## src/rtl/csa_pipe_adder.sv

```systemverilog
`timescale 1ns/1ps
// csa_pipe_adder: carry-skip adder pipelined one BLK-bit block per stage, valid/ready on both sides.
// Define CSA_PIPE_OVF_EN to add the registered two's-complement overflow output ovf.
module csa_pipe_adder #(
  parameter int WIDTH = 16,
  parameter int BLK   = 4
) (
  input  logic             clk,
  input  logic             rst_n,
  input  logic             in_valid,
  output logic             in_ready,
  input  logic [WIDTH-1:0] a,
  input  logic [WIDTH-1:0] b,
  input  logic             c_in,
  output logic             out_valid,
  input  logic             out_ready,
  output logic [WIDTH-1:0] s,
  output logic             c_out,
  output logic [15:0]      skip_cnt
`ifdef CSA_PIPE_OVF_EN
  ,
  output logic             ovf
`endif
);

  localparam int NBLK = WIDTH / BLK;
  localparam int LAST = NBLK - 1;

  logic             r_v [NBLK];
  logic [WIDTH-1:0] r_a [NBLK];
  logic [WIDTH-1:0] r_b [NBLK];
  logic [WIDTH-1:0] r_s [NBLK];
  logic             r_c [NBLK];
  logic [15:0]      r_skip_cnt;

  logic             w_adv;
  logic             w_vi [NBLK];
  logic             w_ci [NBLK];
  logic [WIDTH-1:0] w_ai [NBLK];
  logic [WIDTH-1:0] w_bi [NBLK];
  logic [WIDTH-1:0] w_si [NBLK];
  logic [BLK-1:0]   w_blk_sum [NBLK];
  logic             w_co [NBLK];
  logic             w_skip [NBLK];
  logic [16:0]      w_skip_inc;
  logic [16:0]      w_skip_sum;

  // Every stage moves in lockstep, so one advance condition gates the whole pipe.
  assign w_adv     = !r_v[LAST] || out_ready;
  assign in_ready  = w_adv;
  assign out_valid = r_v[LAST];
  assign s         = r_s[LAST];
  assign c_out     = r_c[LAST];
  assign skip_cnt  = r_skip_cnt;

  generate
    for (genvar gi = 0; gi < NBLK; gi++) begin : g_stage
      logic [BLK-1:0] w_as;
      logic [BLK-1:0] w_bs;
      logic           w_rc;

      if (gi == 0) begin : g_head
        assign w_vi[gi] = in_valid;
        assign w_ai[gi] = a;
        assign w_bi[gi] = b;
        assign w_ci[gi] = c_in;
        assign w_si[gi] = '0;
      end else begin : g_body
        assign w_vi[gi] = r_v[gi-1];
        assign w_ai[gi] = r_a[gi-1];
        assign w_bi[gi] = r_b[gi-1];
        assign w_ci[gi] = r_c[gi-1];
        assign w_si[gi] = r_s[gi-1];
      end

      assign w_as = w_ai[gi][gi*BLK +: BLK];
      assign w_bs = w_bi[gi][gi*BLK +: BLK];
      assign {w_rc, w_blk_sum[gi]} = {1'b0, w_as} + {1'b0, w_bs} + {{BLK{1'b0}}, w_ci[gi]};
      // A fully propagating block passes its carry-in straight through.
      assign w_skip[gi] = &(w_as ^ w_bs);
      assign w_co[gi]   = w_skip[gi] ? w_ci[gi] : w_rc;
    end
  endgenerate

  always_comb begin
    w_skip_inc = '0;
    for (int k = 0; k < NBLK; k++) begin
      if (w_vi[k] && w_skip[k]) begin
        w_skip_inc = w_skip_inc + 17'd1;
      end
    end
    w_skip_sum = {1'b0, r_skip_cnt} + w_skip_inc;
  end

  always_ff @(posedge clk or negedge rst_n) begin
    if (!rst_n) begin
      for (int k = 0; k < NBLK; k++) begin
        r_v[k] <= 1'b0;
        r_a[k] <= '0;
        r_b[k] <= '0;
        r_s[k] <= '0;
        r_c[k] <= 1'b0;
      end
      r_skip_cnt <= '0;
`ifdef CSA_PIPE_OVF_EN
      ovf <= 1'b0;
`endif
    end else if (w_adv) begin
      for (int k = 0; k < NBLK; k++) begin
        r_v[k] <= w_vi[k];
        r_a[k] <= w_ai[k];
        r_b[k] <= w_bi[k];
        r_c[k] <= w_co[k];
        r_s[k] <= w_si[k];
        r_s[k][k*BLK +: BLK] <= w_blk_sum[k];
      end
      r_skip_cnt <= w_skip_sum[16] ? 16'hFFFF : w_skip_sum[15:0];
`ifdef CSA_PIPE_OVF_EN
      ovf <= (w_ai[LAST][WIDTH-1] == w_bi[LAST][WIDTH-1]) &&
             (w_blk_sum[LAST][BLK-1] != w_ai[LAST][WIDTH-1]);
`endif
    end
  end

endmodule

```

## config.mk

```make
export PLATFORM = sky130hd
export DESIGN_NAME = csa_pipe_adder
export DESIGN_NICKNAME = d
export VERILOG_FILES = /design/src/rtl/csa_pipe_adder.sv
export SDC_FILE = /design/constraint.sdc
export NUM_CORES = 1
export LEC_CHECK = 0
export BUFFER_PORTS_ARGS = -buffer_cell sky130_fd_sc_hd__buf_2
export CORE_MARGIN = 2
export CORE_UTILIZATION = 28
export DETAILED_ROUTE_END_ITERATION = 8
export PLACE_DENSITY_LB_ADDON = 0.12
export RECOVER_POWER = 50
export SLEW_MARGIN = 20
export SYNTH_ARGS = -nofsm -noshare
export SYNTH_HDL_FRONTEND = slang
export SYNTH_SLANG_ARGS = --single-unit
export TNS_END_PERCENT = 10
```

## constraint.sdc

```tcl
create_clock -name clk -period 3.75 [get_ports clk]
set_input_delay 0.5625 -clock clk [delete_from_list [all_inputs] [get_ports clk]]
set_output_delay 0.5625 -clock clk [all_outputs]
set_load 0.005 [all_outputs]
```

* Word-level counts from Yosys, hierarchy flattened
Index checks and enable logic that the tools add are counted.
** Operators by class
- Add/subtract/negate cells :: 12
- Mux-type cells :: 9
- Bitwise operators :: 4
- Reductions and logical operators :: 10
** Operator list (count)
- adder 17 x 1 -> 17 bit (second input constant) :: 3
- two-way mux 17 bit :: 3
- adder 4 x 4 -> 5 bit :: 4
- adder 5 x 1 -> 5 bit :: 4
- adder 16 x 17 -> 17 bit :: 1
- two-way mux 16 bit :: 1
- AND reduction 4 bit :: 4
- XOR 4 bit :: 4
- two-way mux 1 bit :: 5
- logical AND 1 bit :: 4
- logical NOT 1 bit :: 1
- logical OR 1 bit :: 1
** Word-level totals
- Register bits :: 160
- Output and inout bits :: 35

* Depth between registers and ports, before layout
Gate-level depths: netlist (run 1).
- Word-level depth :: 12
- Gate-level depth with buffers :: 16
- Mapped depth without buffers :: 15

* Least setup slack after synthesis (run 1)
Ideal clock, no wire load.
- Kind :: input port to flip-flop
- From :: in a[3]
- To :: reg r_skip_cnt[13], in the netlist skip_cnt[13]
- Setup time :: 0.131 ns
- Data arrival time :: 3.456 ns
- Required time :: 3.619 ns
- Slack :: 0.163 ns
- Cell stages on the path :: 13
- Path through :: ha_1 -> and4_1 -> and2_1 -> ha_1 -> xnor2_1 -> ha_1 -> mux2_2 -> ha_1 -> a211o_1 -> a21oi_1 -> clkbuf_1 -> or4_1 -> nand3_1
** On the way
- Cells in the longest elaborated chain, start to end :: 12
** Ends and longest elaborated chain
- start: declaration :: RTL line 12 : input logic [WIDTH-1:0] a,
- XOR 4 bit (*) :: RTL line 80 : assign w_skip[gi] = &(w_as ^ w_bs);
- AND reduction 4 bit (*) :: RTL line 80
- logical AND 1 bit (*) :: RTL line 88 : if (w_vi[k] && w_skip[k]) begin
- two-way mux 1 bit (*) :: RTL line 88
- adder 17 x 1 -> 17 bit :: RTL line 89 : w_skip_inc = w_skip_inc + 17'd1;
- two-way mux 17 bit (*) :: RTL line 88
- adder 17 x 1 -> 17 bit :: RTL line 89
- two-way mux 17 bit (*) :: RTL line 88
- adder 17 x 1 -> 17 bit :: RTL line 89
- two-way mux 17 bit (*) :: RTL line 88
- adder 16 x 17 -> 17 bit (*) :: RTL line 92 : w_skip_sum = {1'b0, r_skip_cnt} + w_skip_inc;
- two-way mux 16 bit (*) :: RTL line 117 : r_skip_cnt <= w_skip_sum[16] ? 16'hFFFF : w_skip_sum[15:0];
- end signal: assignment :: RTL line 117
- end: declaration :: RTL line 34 : logic [15:0] r_skip_cnt;
Mark *: on every way between the ends. The rest lies on a longest branch, timed or not.
A chain may end at the register's enable or synchronous reset.

* Worst setup path after layout (run 1)
- From :: reg r_a, in the netlist g_stage[1].w_as[2]
- To :: reg r_skip_cnt[6], in the netlist skip_cnt[6]
** On the way
- Cells in the longest elaborated chain, start to end :: 10
** Ends and longest elaborated chain
- start: declaration :: RTL line 30 : logic [WIDTH-1:0] r_a [NBLK];
- start signal: indexed assignment :: RTL line 111 : r_a[k] <= w_ai[k];
- XOR 4 bit (*) :: RTL line 80
- AND reduction 4 bit (*) :: RTL line 80
- logical AND 1 bit (*) :: RTL line 88
- two-way mux 17 bit (*) :: RTL line 88
- adder 17 x 1 -> 17 bit :: RTL line 89
- two-way mux 17 bit (*) :: RTL line 88
- adder 17 x 1 -> 17 bit :: RTL line 89
- two-way mux 17 bit (*) :: RTL line 88
- adder 16 x 17 -> 17 bit (*) :: RTL line 92
- two-way mux 16 bit (*) :: RTL line 117
Marks and branches as above.

==> results.md, run 1 <==
- Post-layout min period: 3510 ps
- Gr ovfl total: 0
- # H-tree levels: 3
- 1st-pass router iterations: 6
- Layout cell share with drive strength beyond 1: 15.81%
- CORE AREA: 19,330 um^2
- Worst slew pin tran: 1996 ps
- Final instance area: 6377 um^2
- DP Area: 6033 um^2
- CP max FO: 6
- CP peak stage delay: 410 ps
- DRC Markers: 0
- Ports: 72
- Placed Cells: 906
- Global-route wire length before repair: 19,740 um
- Total track usage: 12.07%
- Clock tree sinks: 112
- Clock-pin transition on the worst setup and hold timing paths: 80 ps
- Synth warnings: 0
- Synth Cell Area: 5468 um^2
- Crit path buf inv count: 3
- Outcome: finished, violations left
- Inserted Clock Buffers: 9
- Die W: 143.7 um
- Gate power share: 34.9%
- Post-Syn Area per Cell: 9.159 um^2
- Max-slew headroom: -33.04%
- Syn Nets: 666
- Maximum VDD drop: 0.2647 mV
- Vias: 4,053
- Failing checks: max-capacitance violations, max-slew violations
- CTS hold repair buffers: 0
- Clock share of power: 22.9%
- Tcrit/Tclk final: 93.61%
- Diode count: 0
- Row cnt: 51
- Drt via density: 4.391
- Largest net degree at the start of global routing: 98
- Crit path launch: g_stage[1].w_as[2]
- Starting Density: 28.28%
- Switch share: 36.11%
- Commonest non-fill, non-tap cells in the layout: nand2_1, dfrtp_1, buf_2, inv_1, ha_1
- Top FF cell, synth: dfrtp_1
- PwrDens: 748.0 nW/um^2
- Initial DRC Count: 169
- Crit path DAT: 3740 ps
- FF-to-FF Start: g_stage[1].w_as[2]
- Initial antenna violation count: 0
- Crit-path slowest cell: dfrtp_1
- Lkg Pwr: 3.276 nW
- Share of the yosys chip area belonging to registers: 51.26%
- Synthesized netlist cell count: 597
- EDFF count, synth: 0
- PortBufs: 71
- Fmax achieved: 284.9 MHz
- Setup CP Type: reg -> reg
- Deepest clock path buffer count: 2
- Synth unique cells: 47
- Die footprint: 20,660 um^2
- Hold Slack: 397.3 ps
- Net Switching: 1.722 mW
- Commonest non-fill, non-tap cell in the layout: nand2_1
- Root Driver: clkbuf_16
- Final hold vios: 0
- Core Util, Final: 32.98%
- Vias in the first global route: 4,128
- Max-capacitance violation count: 1
- Post-DP HPWL: 7816 um
- FF+latch count, synth: 112
- Worst min-delay path class: in -> reg
- Critical path cell sequence: ha_1, and4_2, nand2_1, inv_1, ha_1, xnor2_2, xnor2_1, ha_2, inv_1, fa_1, nand2b_1, a21oi_4, buf_4, nor2b_1, o21ai_0
- Clock network latency to the later pin of the worst-skew pair: 350 ps
- Height of the die: 143.7 um
- Pint: 3.048 mW
- Seq pwr share: 42.2%
- Max Slew Vio Count: 76
- Hold Startpoint: a[12]
- Total Routed Length: 11,790 um
- Clock Skews: 9.094 ps
- Fin cells: 923
- Final ANT Viol Nets: 0
- Post-synth ARST share: 100.0%
- Final setup fails: 0
- Per-cell routed wire length: 12.78 um
- CP top delay family: adder cells
- Layout Nets: 722
- Gp weighted congestion: 0.7810
- Critical path startpoint category: register
- Critical Path End Type: register
- CTS tree: done
- WP data required: 3980 ps
- Area growth, synth to finish: 16.64%
cells in the mapped netlist (all sizes together) (2+ instances only):
cell type	instances	area [um^2]
dfrtp	112	2803
o211ai	3	22.52
mux2	3	33.78
nor2	12	45.04
a31oi	4	25.02
buf	32	198.9
ha	23	287.8
nand3	10	50.05
nor2b	6	45.04
xnor2	7	61.31
nand2	246	923.4
a211o	3	26.28
a21o	6	45.04
a211oi	5	37.54
o31ai	3	22.52
nand2b	3	18.77
clkbuf	10	37.54
nor3	4	20.02
and4	6	53.80
a41oi	2	17.52
nor4b	4	35.03
or4	3	22.52
o21ai	21	105.1
inv	25	96.35
a21oi	15	78.83
nand4	5	52.55
and3	3	23.77
or3	3	18.77
fa	9	180.2
xor2	3	26.28
cells by family after synthesis:
group	Yosys count	share of synthesized area, %
other	1	0.06858
AOI/OAI and AO/OA	64	7.231
buffers and inverters	67	6.087
xor gates and xnor gates	10	1.602
DFF	112	51.26
muxes	4	0.8009
and+or+nand+nor	307	24.39
adders and majority gates	32	8.558
power by group through the flow:
stage	clock network [mW]	logic, mW	registers, mW
2_1_floorplan	0	1.31	1.96
3_3_place_gp	0	1.67	2.03
3_5_place_dp	0	1.70	2.05
4_1_cts	1.14	1.71	2.02
5_1_grt	1.18	1.94	2.08
6_report	1.09	1.67	2.01
what timing repair did:
| item | CTS | global route |
|---|---|---|
| buffers inserted | 0 | 1 |
| hold endpoints to repair | 0 | 0 |
| setup endpoints to repair | 0 | 15 |
| gates resized for setup | 0 | 4 |
routing by layer:
layer / vias to the layer above / track usage, % / share of wire, %
li1: 2028 / - / -
met1: 1956 / 15.61 / 48
met2: 60 / 19.97 / 47
met3: 9 / 3.432 / 3.7
met4: 0 / 2.941 / 0.98
met5: - / 0 / 0
worst paths after layout:
check                                     endpoint  slack (ps)  cells past startpoint
min in group asynchronous                  r_s[51]         720                      1
worst max-delay path                   skip_cnt[6]         240                     15
worst min-delay path                       r_a[60]         400                      3
worst min register to register                s[3]         470                      2
max in group asynchronous       g_stage[2].w_bs[0]        1120                      2
worst max register to register         skip_cnt[6]         240                     15
tightest hold or removal path, delay by kind of cell:
| family | cells | cell delay (ps) |
|---|---|---|
| buffers and inverters | 1 | 70 |
| and+or+nand+nor | 2 | 90 |
registers in the layout, summed over array words and instances (netlist names), 3 cells and up:
register,count
g_stage.w_as,12
r_s,24
s,16
r_b,12
r_a,12
g_stage.w_bs,12
skip_cnt,16
r_v,3
r_c,3
stage by stage:
stage	setup TNS [ps]	setup WS (ps)	total power, mW
final	0	239.7	4.770
after global placement	0	17.91	3.699
after global routing	-2.017	-1.684	5.202
after floorplan	0	162.7	3.276
after CTS	0	139.4	4.873
after detailed placement	-337.8	-89.97	3.746
cell type report:
type	instances	area, um^2
Clock inverter	4	73.82
Tap cell	265	331.6
Sequential cell	112	2803
Timing Repair Buffer	87	455.4
Fill cell	2082	12960
Inverter	25	96.34
Clock buffer	12	266.5
Multi-Input combinational cell	418	2351
(Power assumes the default switching activity.)
==> run 2, diff against run 1 <==
--- a/config.mk
+++ b/config.mk
@@ -6,7 +6,7 @@
 export NUM_CORES = 1
 export LEC_CHECK = 0
 export BUFFER_PORTS_ARGS = -buffer_cell sky130_fd_sc_hd__buf_2
-export CORE_MARGIN = 2
+export CORE_MARGIN = 1
 export CORE_UTILIZATION = 28
 export DETAILED_ROUTE_END_ITERATION = 8
 export PLACE_DENSITY_LB_ADDON = 0.12
==> run 2 against run 1 <==
  * The run still ends with max-capacitance violations, max-slew violations left
  * Combinational power about the same
  * Flip-flop and latch count stayed put
  * Worst hold slack improved by 4.1 ps
  * Non-clock buffer count rose by 2
  * Power decreased by 2.4%
==> results.md, run 2 (synthesized netlist as in run 1, its figures left out) <==
- Critical path cell sequence: ha_1, and4_2, nand2_1, inv_1, ha_1, xnor2_1, xnor2_1, ha_1, inv_1, fa_1, nand2b_1, a21oi_4, nand4_1, mux2_1 (was ha_1, and4_2, nand2_1, inv_1, ha_1, xnor2_2, xnor2_1, ha_2, inv_1, fa_1, nand2b_1, a21oi_4, buf_4, nor2b_1, o21ai_0)
- Critical path startpoint category: register (unchanged)
- Total Routed Length: 11,830 um (was 11,790 um)
- Final instance area: 6332 um^2 (was 6377 um^2)
- Row cnt: 50 (was 51)
- Most flops, register: r_s (unchanged)
- Clock tree sinks: 112 (unchanged)
- CTS hold repair buffers: 0 (unchanged)
- Failing checks: max-capacitance violations, max-slew violations (unchanged)
- Final TNS setup: 0 ps (unchanged)
- PortBufs: 71 (unchanged)
- CP max FO: 4 (was 6)
- Commonest non-fill, non-tap cell in the layout: nand2_1 (unchanged)
- RSZ-0062 raised after global routing: false
- Setup CP Type: reg -> reg (unchanged)
- Worst min-delay path class: in -> reg (unchanged)
- Total track usage: 12.94% (was 12.07%)
- FF-to-FF path depth: 14 (was 15)
- Max-slew headroom: -57.20% (was -33.04%)
- Inserted Clock Buffers: 9 (unchanged)
- Layout Nets: 724 (was 722)
- Worst slew pin tran: 2358 ps (was 1996 ps)
- Global-route wire length before repair: 20,270 um (was 19,740 um)
- Per-cell routed wire length: 12.86 um (was 12.78 um)
- Deepest clock path buffer count: 2 (unchanged)
- Final hold vios: 0 (unchanged)
- Initial DRC Count: 240 (was 169)
- Initial antenna violation count: 0 (unchanged)
- Gp weighted congestion: 0.7387 (was 0.7810)
- Max-capacitance violation count: 3 (was 1)
- Die footprint: 20,090 um^2 (was 20,660 um^2)
- Root Driver: clkbuf_16 (unchanged)
- Core Util, Final: 33.52% (was 32.98%)
- Tcrit/Tclk final: 93.21% (was 93.61%)
- Largest net degree at the start of global routing: 66 (was 98)
- Vias in the first global route: 4,164 (was 4,128)
- 1st-pass router iterations: 4 (was 6)
- Critical Path End Type: register (unchanged)
- DP Area: 6050 um^2 (was 6033 um^2)
- CP top delay family: adder cells (unchanged)
- Final setup fails: 0 (unchanged)
- Net Switching: 1.700 mW (was 1.722 mW)
- # H-tree levels: 3 (unchanged)
- Final ANT Viol Nets: 0 (unchanged)
- Tot Pwr: 4.656 mW (was 4.770 mW)
- CTS tree: done (unchanged)
- Drt via density: 4.370 (was 4.391)
- Worst hold path endpoint: g_stage[1].w_bs[1] (was r_a[60])
- Post-layout min period: 3496 ps (was 3510 ps)
- Vias: 4,020 (was 4,053)
- Crit-path slowest cell: dfrtp_1 (unchanged)
- Seq pwr share: 43.2% (was 42.2%)
- Ports: 72 (unchanged)
- Fin cells: 920 (was 923)
- Outcome: finished, violations left (unchanged)
- Gr ovfl total: 0 (unchanged)
- CORE AREA: 18,890 um^2 (was 19,330 um^2)
- Layout cell share with drive strength beyond 1: 16.67% (was 15.81%)
- Worst path most repeated cell: ha_1
- Hold Startpoint: b[5] (was a[12])
- Hold Path Stages: 3 (unchanged)
- Commonest non-fill, non-tap cells in the layout: nand2_1, dfrtp_1, buf_2, inv_1, ha_1 (unchanged)
- Lkg Pwr: 3.275 nW (was 3.276 nW)
- Instance count on the critical path: 14 (was 15)
- R2R Setup Slk: 250 ps (was 240 ps)
- Diode count: 0 (unchanged)
- Clock network latency to the later pin of the worst-skew pair: 350 ps (about the same)
- CP peak stage delay: 440 ps (was 410 ps)
- Post-route setup slack: 254.5 ps (was 239.7 ps)
- Gate power share: 35.8% (was 34.9%)
- Place WS: -71.13 ps (was -89.97 ps)
- Reg2reg end: skip_cnt[14] (was skip_cnt[6])
- Die W: 141.7 um (was 143.7 um)
- DRC Markers: 0 (unchanged)
- Placed Cells: 904 (was 906)
- Largest register FFs: 24 (unchanged)
- Clock share of power: 21.1% (was 22.9%)
- Starting Density: 28.94% (was 28.28%)
- Max Slew Vio Count: 165 (was 76)
- Crit path DAT: 3730 ps (was 3740 ps)
- Crit path buf inv count: 2 (was 3)
- Hold Slack: 401.4 ps (was 397.3 ps)
- Area growth, synth to finish: 15.81% (was 16.64%)
- Fmax achieved: 286.1 MHz (was 284.9 MHz)
- Height of the die: 141.7 um (was 143.7 um)
- WP data required: 3990 ps (was 3980 ps)
- Pint: 2.956 mW (was 3.048 mW)
- Switch share: 36.50% (was 36.11%)
- Clock-pin transition on the worst setup and hold timing paths: 70 ps (was 80 ps)
- FF-to-FF Start: g_stage[1].w_as[1] (was g_stage[1].w_as[2])
- Maximum VDD drop: 0.2397 mV (was 0.2647 mV)
- PwrDens: 735.3 nW/um^2 (was 748.0 nW/um^2)
- Post-DP HPWL: 8031 um (was 7816 um)
- Clock Skews: 5.850 ps (was 9.094 ps)
==> run 2: final cells by class <==
type / instances / area (um^2)
Multi-Input combinational cell: 418 / 2333
Tap cell: 260 / 325.3
Timing Repair Buffer: 89 / 475.5
Sequential cell: 112 / 2803
Fill cell: 2048 / 12560
Inverter: 25 / 96.34
Clock buffer: 11 / 242.7
Clock inverter: 5 / 56.30
==> run 2: power by group through the flow <==
stage	Sequential (mW)	Clock (mW)	Combinational [mW]
final	2.01	0.981	1.66
after global routing	2.09	1.08	1.96
after floorplan	1.96	0	1.31
after CTS	2.03	1.03	1.71
after detailed placement	2.05	0	1.70
after global placement	2.03	0	1.67
==> run 2: layer usage <==
metal / part of all wire, % / vias to the layer above / track usage (%)
li1: - / 2032 / -
met1: 48 / 1922 / 16.63
met2: 46 / 54 / 21.16
met3: 3.7 / 12 / 2.362
met4: 1.9 / 0 / 5.886
met5: 0 / - / 0
==> run 2: worst register-to-register path, stage by stage, from the launching register on <==
cell      delay, ps
dfrtp_1         440
ha_1            330
and4_2          270
nand2_1         100
inv_1            50
ha_1            290
xnor2_1         250
xnor2_1         170
ha_1            190
inv_1            60
fa_1            380
nand2b_1        210
a21oi_4         210
nand4_1         130
mux2_1          330
==> run 2: how the worst max path moves through the flow <==
stage / slack [ps] / to / startpoint
finish: 250 / skip_cnt[14] / g_stage[1].w_as[1]
global route: 20 / skip_cnt[6] / g_stage[1].w_as[1]
CTS: 170 / skip_cnt[14] / g_stage[1].w_as[1]
detailed placement: -70 / skip_cnt[14] / a[1]
global placement: -10 / skip_cnt[14] / a[1]
floorplan: 160 / skip_cnt[13] / a[3]
==> run 2: timing repair <==
action | 4_1_cts | 5_1_grt
setup endpoints to repair | 0 | 3
setup buffers | 0 | 0
gates resized for setup | 0 | 2
